--- src/rtl/tron_game_ctrl_pkg.sv ---
`default_nettype none
// ============================================================================
// Module  : tron_game_ctrl_pkg
// Brief   : Shared codes and state encoding for the light-cycle game controller
// Revision: 1.0 - initial release
// ============================================================================
package tron_game_ctrl_pkg;

  localparam logic [1:0] DIR_UP    = 2'b00;
  localparam logic [1:0] DIR_RIGHT = 2'b01;
  localparam logic [1:0] DIR_DOWN  = 2'b10;
  localparam logic [1:0] DIR_LEFT  = 2'b11;

  localparam logic [2:0] COL_CLEAR = 3'b000;
  localparam logic [2:0] COL_P1    = 3'b100;
  localparam logic [2:0] COL_P2    = 3'b001;

  localparam logic [1:0] WIN_NONE  = 2'b00;
  localparam logic [1:0] WIN_P1    = 2'b01;
  localparam logic [1:0] WIN_P2    = 2'b10;
  localparam logic [1:0] WIN_DRAW  = 2'b11;

  localparam int KEY_START  = 5;
  localparam int KEY_PLAYER = 4;

  typedef enum logic [3:0] {
    ST_IDLE      = 4'd0,
    ST_CLEAR     = 4'd1,
    ST_INIT      = 4'd2,
    ST_WAIT_TICK = 4'd3,
    ST_RD1       = 4'd4,
    ST_RD2       = 4'd5,
    ST_EVAL      = 4'd6,
    ST_WR1       = 4'd7,
    ST_WR2       = 4'd8,
    ST_OVER      = 4'd9
  } state_e;

  // Opposite heading differs only in the upper bit of the direction code.
  function automatic logic [1:0] dir_reverse(input logic [1:0] d);
    return d ^ 2'b10;
  endfunction

endpackage
`default_nettype wire

--- src/rtl/tron_game_ctrl_if.sv ---
`default_nettype none
// ============================================================================
// Module  : tron_game_ctrl_if
// Brief   : Pixel-plot req/ack channel from the game controller to the display
// Revision: 1.0 - initial release
// ============================================================================
interface tron_game_ctrl_if #(
  parameter int XW = 6,
  parameter int YW = 5
);
  logic          plot_req;
  logic          plot_ack;
  logic [XW-1:0] plot_x;
  logic [YW-1:0] plot_y;
  logic [2:0]    plot_colour;

  modport master (output plot_req, plot_x, plot_y, plot_colour, input plot_ack);
  modport slave  (input plot_req, plot_x, plot_y, plot_colour, output plot_ack);
endinterface
`default_nettype wire

--- src/rtl/tron_game_ctrl_grid_ram.sv ---
`default_nettype none
// ============================================================================
// Module  : tron_game_ctrl_grid_ram
// Brief   : 1-bit trail-occupancy RAM, one sync read + one write port
// Revision: 1.0 - initial release
// ============================================================================
module tron_game_ctrl_grid_ram #(
  parameter int DEPTH = 1200,
  parameter int AW    = 11
) (
  input  logic          clk,
  input  logic          we,
  input  logic [AW-1:0] waddr,
  input  logic          wdata,
  input  logic          re,
  input  logic [AW-1:0] raddr,
  output logic          rdata
);
  logic mem [DEPTH];

  // Read-during-write to the same cell returns the previous contents.
  always_ff @(posedge clk) begin
    if (we) mem[waddr] <= wdata;
    if (re) rdata <= mem[raddr];
  end
endmodule
`default_nettype wire

--- src/rtl/tron_game_ctrl.sv ---
`default_nettype none
// ============================================================================
// Module  : tron_game_ctrl
// Brief   : Two-player light-cycle mechanics: grid, movement, crashes, plotting
// Revision: 1.0 - initial release
// ============================================================================
module tron_game_ctrl
  import tron_game_ctrl_pkg::*;
#(
  parameter int GRID_W = 40,
  parameter int GRID_H = 30,
  parameter int XW     = 6,
  parameter int YW     = 5
) (
  input  logic                CLOCK_50,
  input  logic                resetn,
  input  logic                key_valid,
  input  logic [5:0]          key_code,
  input  logic                tick,
  tron_game_ctrl_if.master    plot,
  output logic                game_over,
  output logic [1:0]          winner,
  output logic                busy
);
  localparam int AW = $clog2(GRID_W * GRID_H);
  localparam int CW = XW + YW + 1;

  state_e          state_q, state_d;
  logic [XW-1:0]   p1x_q, p2x_q, nx1_q, nx2_q, cx_q, px_q;
  logic [YW-1:0]   p1y_q, p2y_q, ny1_q, ny2_q, cy_q, py_q;
  logic [1:0]      dir1_q, dir2_q, pend1_q, pend2_q, winner_q, base1, base2;
  logic [2:0]      colour_q;
  logic            wall1_q, wall2_q, occ1_q, req_q;
  logic [CW-1:0]   n1, n2;
  logic            rd_en, rd_data, wr_en, wr_data;
  logic [AW-1:0]   rd_addr, wr_addr;
  logic            start_key, dir_key, last_cell, head_on, crash1, crash2, acked;
  logic            unused_key_bits;

  // Returns {wall, x, y}; on a wall hit the coordinates are left unchanged.
  function automatic logic [CW-1:0] next_cell(input logic [XW-1:0] x, input logic [YW-1:0] y,
                                              input logic [1:0] d);
    logic          wall;
    logic [XW-1:0] nx;
    logic [YW-1:0] ny;
    wall = 1'b0;
    nx   = x;
    ny   = y;
    case (d)
      DIR_UP:   if (y == '0) wall = 1'b1; else ny = y - 1'b1;
      DIR_DOWN: if (y == YW'(GRID_H - 1)) wall = 1'b1; else ny = y + 1'b1;
      DIR_LEFT: if (x == '0) wall = 1'b1; else nx = x - 1'b1;
      default:  if (x == XW'(GRID_W - 1)) wall = 1'b1; else nx = x + 1'b1;
    endcase
    return {wall, nx, ny};
  endfunction

  function automatic logic [AW-1:0] cell_addr(input logic [XW-1:0] x, input logic [YW-1:0] y);
    return AW'(y) * AW'(GRID_W) + AW'(x);
  endfunction

  assign n1              = next_cell(p1x_q, p1y_q, dir1_q);
  assign n2              = next_cell(p2x_q, p2y_q, dir2_q);
  assign start_key       = key_valid & key_code[KEY_START];
  assign dir_key         = key_valid & ~key_code[KEY_START] &
                           (state_q != ST_IDLE) & (state_q != ST_CLEAR);
  assign last_cell       = (cx_q == XW'(GRID_W - 1)) && (cy_q == YW'(GRID_H - 1));
  assign head_on         = ~wall1_q & ~wall2_q & (nx1_q == nx2_q) & (ny1_q == ny2_q);
  assign crash1          = wall1_q | occ1_q | head_on;
  assign crash2          = wall2_q | (rd_data & ~wall2_q) | head_on;
  assign acked           = req_q & plot.plot_ack;
  assign base1           = (state_q == ST_INIT) ? DIR_RIGHT : dir1_q;
  assign base2           = (state_q == ST_INIT) ? DIR_LEFT  : dir2_q;
  assign unused_key_bits = ^key_code[3:2];

  assign plot.plot_req    = req_q;
  assign plot.plot_x      = px_q;
  assign plot.plot_y      = py_q;
  assign plot.plot_colour = colour_q;
  assign game_over        = (state_q == ST_OVER);
  assign winner           = winner_q;
  assign busy             = (state_q != ST_IDLE) && (state_q != ST_WAIT_TICK) && (state_q != ST_OVER);

  tron_game_ctrl_grid_ram #(.DEPTH(GRID_W * GRID_H), .AW(AW)) u_grid (
    .clk(CLOCK_50), .we(wr_en), .waddr(wr_addr), .wdata(wr_data),
    .re(rd_en), .raddr(rd_addr), .rdata(rd_data)
  );

  always_comb begin
    rd_en   = 1'b0;
    rd_addr = '0;
    wr_en   = 1'b0;
    wr_addr = '0;
    wr_data = 1'b0;
    case (state_q)
      ST_RD1: begin rd_en = ~n1[CW-1]; rd_addr = cell_addr(n1[CW-2:YW], n1[YW-1:0]); end
      ST_RD2: begin rd_en = ~wall2_q;  rd_addr = cell_addr(nx2_q, ny2_q); end
      ST_CLEAR: begin wr_en = ~req_q; wr_addr = cell_addr(cx_q, cy_q); end
      ST_WR1: begin wr_en = ~req_q; wr_addr = cell_addr(nx1_q, ny1_q); wr_data = 1'b1; end
      ST_WR2: begin wr_en = ~req_q; wr_addr = cell_addr(nx2_q, ny2_q); wr_data = 1'b1; end
      default: ;
    endcase
  end

  always_comb begin
    state_d = state_q;
    case (state_q)
      ST_IDLE:      if (start_key) state_d = ST_CLEAR;
      ST_CLEAR:     if (acked && last_cell) state_d = ST_INIT;
      ST_INIT:      state_d = ST_WR1;
      ST_WAIT_TICK: if (tick) state_d = ST_RD1;
      ST_RD1:       state_d = ST_RD2;
      ST_RD2:       state_d = ST_EVAL;
      ST_EVAL:      state_d = (crash1 | crash2) ? ST_OVER : ST_WR1;
      ST_WR1:       if (acked) state_d = ST_WR2;
      ST_WR2:       if (acked) state_d = ST_WAIT_TICK;
      ST_OVER:      if (start_key) state_d = ST_CLEAR;
      default:      state_d = ST_IDLE;
    endcase
  end

  always_ff @(posedge CLOCK_50) begin
    if (!resetn) state_q <= ST_IDLE;
    else         state_q <= state_d;
  end

  always_ff @(posedge CLOCK_50) begin
    if (!resetn) begin
      {p1x_q, p1y_q, p2x_q, p2y_q, nx1_q, ny1_q, nx2_q, ny2_q} <= '0;
      {cx_q, cy_q, px_q, py_q, colour_q, req_q}                <= '0;
      {dir1_q, dir2_q, pend1_q, pend2_q, winner_q}             <= '0;
      {wall1_q, wall2_q, occ1_q}                               <= '0;
    end else begin
      if (state_q != ST_CLEAR) begin
        cx_q <= '0;
        cy_q <= '0;
      end
      // Each plotting state loads its cell while idle, then waits for the ack.
      case (state_q)
        ST_CLEAR: begin
          if (!req_q) begin
            px_q <= cx_q; py_q <= cy_q; colour_q <= COL_CLEAR; req_q <= 1'b1;
          end else if (plot.plot_ack) begin
            req_q <= 1'b0;
            if (cx_q == XW'(GRID_W - 1)) begin
              cx_q <= '0;
              cy_q <= cy_q + 1'b1;
            end else begin
              cx_q <= cx_q + 1'b1;
            end
          end
        end
        ST_INIT: begin
          nx1_q  <= XW'(GRID_W / 4);     ny1_q <= YW'(GRID_H / 2);
          nx2_q  <= XW'(3 * GRID_W / 4); ny2_q <= YW'(GRID_H / 2);
          dir1_q <= DIR_RIGHT;           dir2_q <= DIR_LEFT;
        end
        ST_WAIT_TICK: if (tick) begin dir1_q <= pend1_q; dir2_q <= pend2_q; end
        ST_RD1: begin
          {wall1_q, nx1_q, ny1_q} <= n1;
          {wall2_q, nx2_q, ny2_q} <= n2;
        end
        ST_RD2: occ1_q <= rd_data & ~wall1_q;
        ST_EVAL: begin
          if (crash1 && crash2) winner_q <= WIN_DRAW;
          else if (crash1)      winner_q <= WIN_P2;
          else if (crash2)      winner_q <= WIN_P1;
        end
        ST_WR1: begin
          if (!req_q) begin
            p1x_q <= nx1_q; p1y_q <= ny1_q;
            px_q <= nx1_q; py_q <= ny1_q; colour_q <= COL_P1; req_q <= 1'b1;
          end else if (plot.plot_ack) begin
            req_q <= 1'b0;
          end
        end
        ST_WR2: begin
          if (!req_q) begin
            p2x_q <= nx2_q; p2y_q <= ny2_q;
            px_q <= nx2_q; py_q <= ny2_q; colour_q <= COL_P2; req_q <= 1'b1;
          end else if (plot.plot_ack) begin
            req_q <= 1'b0;
          end
        end
        ST_OVER: if (start_key) winner_q <= WIN_NONE;
        default: ;
      endcase

      if (state_q == ST_INIT) begin
        pend1_q <= DIR_RIGHT;
        pend2_q <= DIR_LEFT;
      end
      if (dir_key && !key_code[KEY_PLAYER] && (key_code[1:0] != dir_reverse(base1)))
        pend1_q <= key_code[1:0];
      if (dir_key && key_code[KEY_PLAYER] && (key_code[1:0] != dir_reverse(base2)))
        pend2_q <= key_code[1:0];
    end
  end
endmodule
`default_nettype wire
--- src/flat_wrapper.sv ---
// flat-port wrapper written by rule: the top's interface ports become plain ports
module tron_game_ctrl_flat import tron_game_ctrl_pkg::*;
#(
  parameter int GRID_W = 40,
  parameter int GRID_H = 30,
  parameter int XW     = 6,
  parameter int YW     = 5
)
  (CLOCK_50, resetn, key_valid, key_code, tick, game_over, winner, busy, plot_plot_req, plot_plot_x, plot_plot_y, plot_plot_colour, plot_plot_ack);
  tron_game_ctrl_if #(.XW(XW), .YW(YW)) plot_i ();
  input  logic CLOCK_50;
  input  logic resetn;
  input  logic key_valid;
  input  logic [5:0] key_code;
  input  logic tick;
  output logic game_over;
  output logic [1:0] winner;
  output logic busy;
  output wire logic [$bits(plot_i.plot_req)-1:0] plot_plot_req;
  output wire logic [$bits(plot_i.plot_x)-1:0] plot_plot_x;
  output wire logic [$bits(plot_i.plot_y)-1:0] plot_plot_y;
  output wire logic [$bits(plot_i.plot_colour)-1:0] plot_plot_colour;
  input wire logic [$bits(plot_i.plot_ack)-1:0] plot_plot_ack;
  assign plot_plot_req = plot_i.plot_req;
  assign plot_plot_x = plot_i.plot_x;
  assign plot_plot_y = plot_i.plot_y;
  assign plot_plot_colour = plot_i.plot_colour;
  assign plot_i.plot_ack = plot_plot_ack;
  tron_game_ctrl #(.GRID_W(GRID_W), .GRID_H(GRID_H), .XW(XW), .YW(YW)) u_core (.CLOCK_50(CLOCK_50), .resetn(resetn), .key_valid(key_valid), .key_code(key_code), .tick(tick), .plot(plot_i), .game_over(game_over), .winner(winner), .busy(busy));
endmodule
--- config.mk ---
export PLATFORM = sky130hd
export DESIGN_NAME = tron_game_ctrl_flat
export DESIGN_NICKNAME = d
export VERILOG_FILES = /design/src/rtl/tron_game_ctrl_pkg.sv /design/src/rtl/tron_game_ctrl_if.sv /design/src/rtl/tron_game_ctrl_grid_ram.sv /design/src/rtl/tron_game_ctrl.sv /design/src/flat_wrapper.sv
export SDC_FILE = /design/constraint.sdc
export NUM_CORES = 2
export LEC_CHECK = 0
export ABC_AREA = 1
export CELL_PAD_IN_SITES_DETAIL_PLACEMENT = 1
export CELL_PAD_IN_SITES_GLOBAL_PLACEMENT = 1
export CORE_ASPECT_RATIO = 2
export CORE_MARGIN = 2
export CORE_UTILIZATION = 41
export DETAILED_ROUTE_END_ITERATION = 8
export DONT_BUFFER_PORTS = 1
export PLACE_DENSITY_LB_ADDON = 0.1
export SLEW_MARGIN = 40
export SYNTH_ARGS = -nofsm -noshare
export SYNTH_HDL_FRONTEND = slang
export SYNTH_SLANG_ARGS = --single-unit
--- constraint.sdc ---
create_clock -name CLOCK_50 -period 12.45 [get_ports CLOCK_50]
set_input_delay 1.245 -clock CLOCK_50 [delete_from_list [all_inputs] [get_ports CLOCK_50]]
set_output_delay 1.245 -clock CLOCK_50 [all_outputs]
set_load 0.03 [all_outputs]
==> out/metrics.csv <==
metric,value,unit
critical path class,reg -> reg,
Lkg Pwr,0.0223,uW
actual slew at the worst max-slew pin,0.919,ns
Detailed Route Iter0 Violations,3271,
sequential share of the synthesized area,60.4,%
Final min period,5.89,ns
CTS tree,yes,
Initial Utilization,41.3,%
cells taking the most area after synthesis,"edfxtp_1 (58%), nor2_1 (8.4%), nand2_1 (6.6%)",
total number of vias,47500,
IO Count,30,
largest fanout on the critical path,63,
first-pass GRT wire length,312000,um
final cell count without fillers,8303,
CTS buffer count,115,
Post-CTS Hold Buffers,0,
Die Span Y,556,um
routability cong.,0.844,
worst vdd ir,0.114,mV
clk root buf,clkbuf_16,
Ys Warns,0,
"count leader, synth",nor2_1,
DR pass1 iterations,6,
cell taking the most area after synthesis,edfxtp_1,
share of layout cells above drive strength 1,5.58,%
final max-slew violation count,0,
synth unique cells,56,
clk buf depth,3,
initial antenna violation count,3,
critical path capture point type,register,
GRT overflow,0,
"CTS clk-pin slew, worst paths",0.07,ns
unrepaired setup endpoints after global routing,false,
Yosys top cell area share,57.6,%
ratio of final minimum period to clock period,47.3,%
Worst EP arrival,6.36,ns
status,"complete, no violations",
clk sink count,1287,
Layout Area Growth over Synthesis,7.81,%
H-tree level count,3,
Worst-Skew Late Latency,0.75,ns
Post-DP HPWL,108000,um
Seq cells post-synth,1287,
fillers,16900,
post-route ant nets,0,
max_cap viols,0,
setup total negative slack,0,ns
routed vias/inst,5.72,
vias in the first global route,49200,
drt wl/cell,25.6,um
global-route usage over all layers,27.1,%
Max-slew headroom,38.1,%
post-synthesis async set-or-reset flop share,0,%
largest net degree at the start of global routing,143,
Die W,280,um
FP Rows,202,
CP Launch Type,register,
# setup viols final,0,
"crit path setup slack, layout",6.56,ns
Critical Path RT,12.92,ns
total setup buffers inserted after CTS,0,
Synth top cells by count,"nor2_1 (1402), edfxtp_1 (1201), nand2_1 (1100)",
final core area utilization,44.6,%
total die area,156000,sq um
pwr dens,130,nW/um^2
Post-Synthesis Net Count,6676,
number of flops mapped to enable cells by yosys,1201,
routed wire length,212000,um
cts repair resizes,0,
count of final hold-check violations,0,
cell area after synthesis,62600,sq um
Post-Syn Instances,6607,
DRC,0,
achievable clock frequency,170,MHz
pre-CTS WS,6.16,ns
syn_area_per_cell,9.47,sq um
Core Footprint,151000,sq um
port bufs,0,
clock skew,0.0419,ns
nets@finish,6340,
Post-Place Cells,8089,
Main synth FF type,edfxtp_1,
Worst Hold Class,reg -> reg,
==> per-stage QoR <==
stage          instance area, sq um  hold WS [ns]  total power (uW)
3_3_place_gp                  63200         0.444              5300
5_1_grt                       67500         0.504              9010
4_1_cts                       67300         0.469              8830
3_5_place_dp                  63800         0.458              5320
2_1_floorplan                 62600         0.433              5130
6_report                      67500         0.470              8760
==> layout by cell type (no fill, tap or decap), types with 9 or more instances in the layout <==
master and instances:
clkinv_2 22, o22ai_1 34, nand4_1 9, a211oi_1 12, a21oi_1 130, nor2_2 16, xnor2_1 13, dfxtp_1 86
nor2_1 1387, clkbuf_1 34, o221ai_1 29, clkinv_1 22, buf_12 10, xor2_1 30, nand3_1 762, nand2_8 35
clkbuf_16 115, nor3_1 21, nand3b_1 172, inv_1 538, nand2_2 35, nand2_1 1047, buf_4 41, ha_1 50
edfxtp_1 1201, buf_6 18, o211ai_1 166, o21ai_0 216
==> report_power, final <==
part	switching, uW	internal (uW)	total, uW
clock network	1670	1870	3540
logic	320	120	440
registers	92.5	4690	4790
==> flip-flops by register name (all words and copies together) (netlist names), 2 cells and up <==
| name | count |
|---|---|
| u_core.u_grid.mem | 1200 |
| u_core.cx_q | 6 |
| u_core.nx1_q | 6 |
| u_core.nx2_q | 6 |
| u_core.p1x_q | 6 |
| u_core.p2x_q | 6 |
| u_core.plot.plot_x | 6 |
| u_core.cy_q | 5 |
| u_core.ny1_q | 5 |
| u_core.ny2_q | 5 |
| u_core.p1y_q | 5 |
| u_core.p2y_q | 5 |
| u_core.plot.plot_y | 5 |
| u_core.state_q | 4 |
| u_core.dir1_q | 2 |
| u_core.dir2_q | 2 |
| u_core.pend1_q | 2 |
| u_core.pend2_q | 2 |
| u_core.plot.plot_colour | 2 |
| u_core.winner | 2 |
==> path summary, 6_finish.rpt <==
check,start,slack (ns),to,cells past startpoint
min reg2reg,u_core.occ1_q$_SDFFE_PN0N_,0.47,u_core.occ1_q$_SDFFE_PN0N_,2
max,u_core.dir1_q[0]$_SDFFE_PN0P_,6.56,u_core.u_grid.rdata$_DFFE_PP_,22
min,u_core.occ1_q$_SDFFE_PN0N_,0.47,u_core.occ1_q$_SDFFE_PN0N_,2
max reg2reg,u_core.dir1_q[0]$_SDFFE_PN0P_,6.56,u_core.u_grid.rdata$_DFFE_PP_,22
==> kinds of logic after synthesis <==
| family | after synthesis | synth area share [%] |
|---|---|---|
| buffers and inverters | 1079 | 7.62 |
| AND/OR/NAND/NOR | 3509 | 23.9 |
| other | 1 | 0.00599 |
| adder cells (fa/ha/maj) | 58 | 1.26 |
| flip-flops | 1287 | 60.4 |
| XOR/XNOR | 43 | 0.602 |
| AO/OA/AOI/OAI | 630 | 6.19 |
==> final cells by class <==
type                            count  area [sq um]  area share [%]
Inverter                          552          2110            3.12
Multi-Input combinational cell   4241         20700            30.8
Tap cell                         1938          2420            3.59
Timing Repair Buffer               74           821            1.22
Antenna cell                        1          2.50         0.00371
Clock inverter                     58           526           0.779
Clock buffer                      152          3050            4.52
Sequential cell                  1287         37800            56.0
==> critical path, cell delays in order, from the launching register on <==
cell	delay (ns)
dfxtp_1	0.62
inv_1	0.13
nor2_1	0.21
nand2_2	0.12
nand3_1	0.14
nand3_4	0.47
nand2_8	0.59
buf_4	0.64
buf_4	0.39
buf_12	0.29
a21oi_1	0.11
o21ai_0	0.12
nand3_1	0.10
nand3_1	0.17
nand3_1	0.19
nand3_1	0.21
nand3_1	0.09
nand3_1	0.24
nand3_1	0.11
nand3_1	0.09
nand2_1	0.18
nand2_1	0.13
nand2_1	0.06
==> metal layers <==
metal / wire (um) / global-route usage, % / vias up
met5: 15 / 0 / -
met4: 11000 / 12.9 / 2
met3: 9210 / 2.73 / 451
met2: 111000 / 50.0 / 1171
met1: 81500 / 31.2 / 24400
li1: - / - / 21400
No activity file was read; power rests on OpenSTA's default activity.
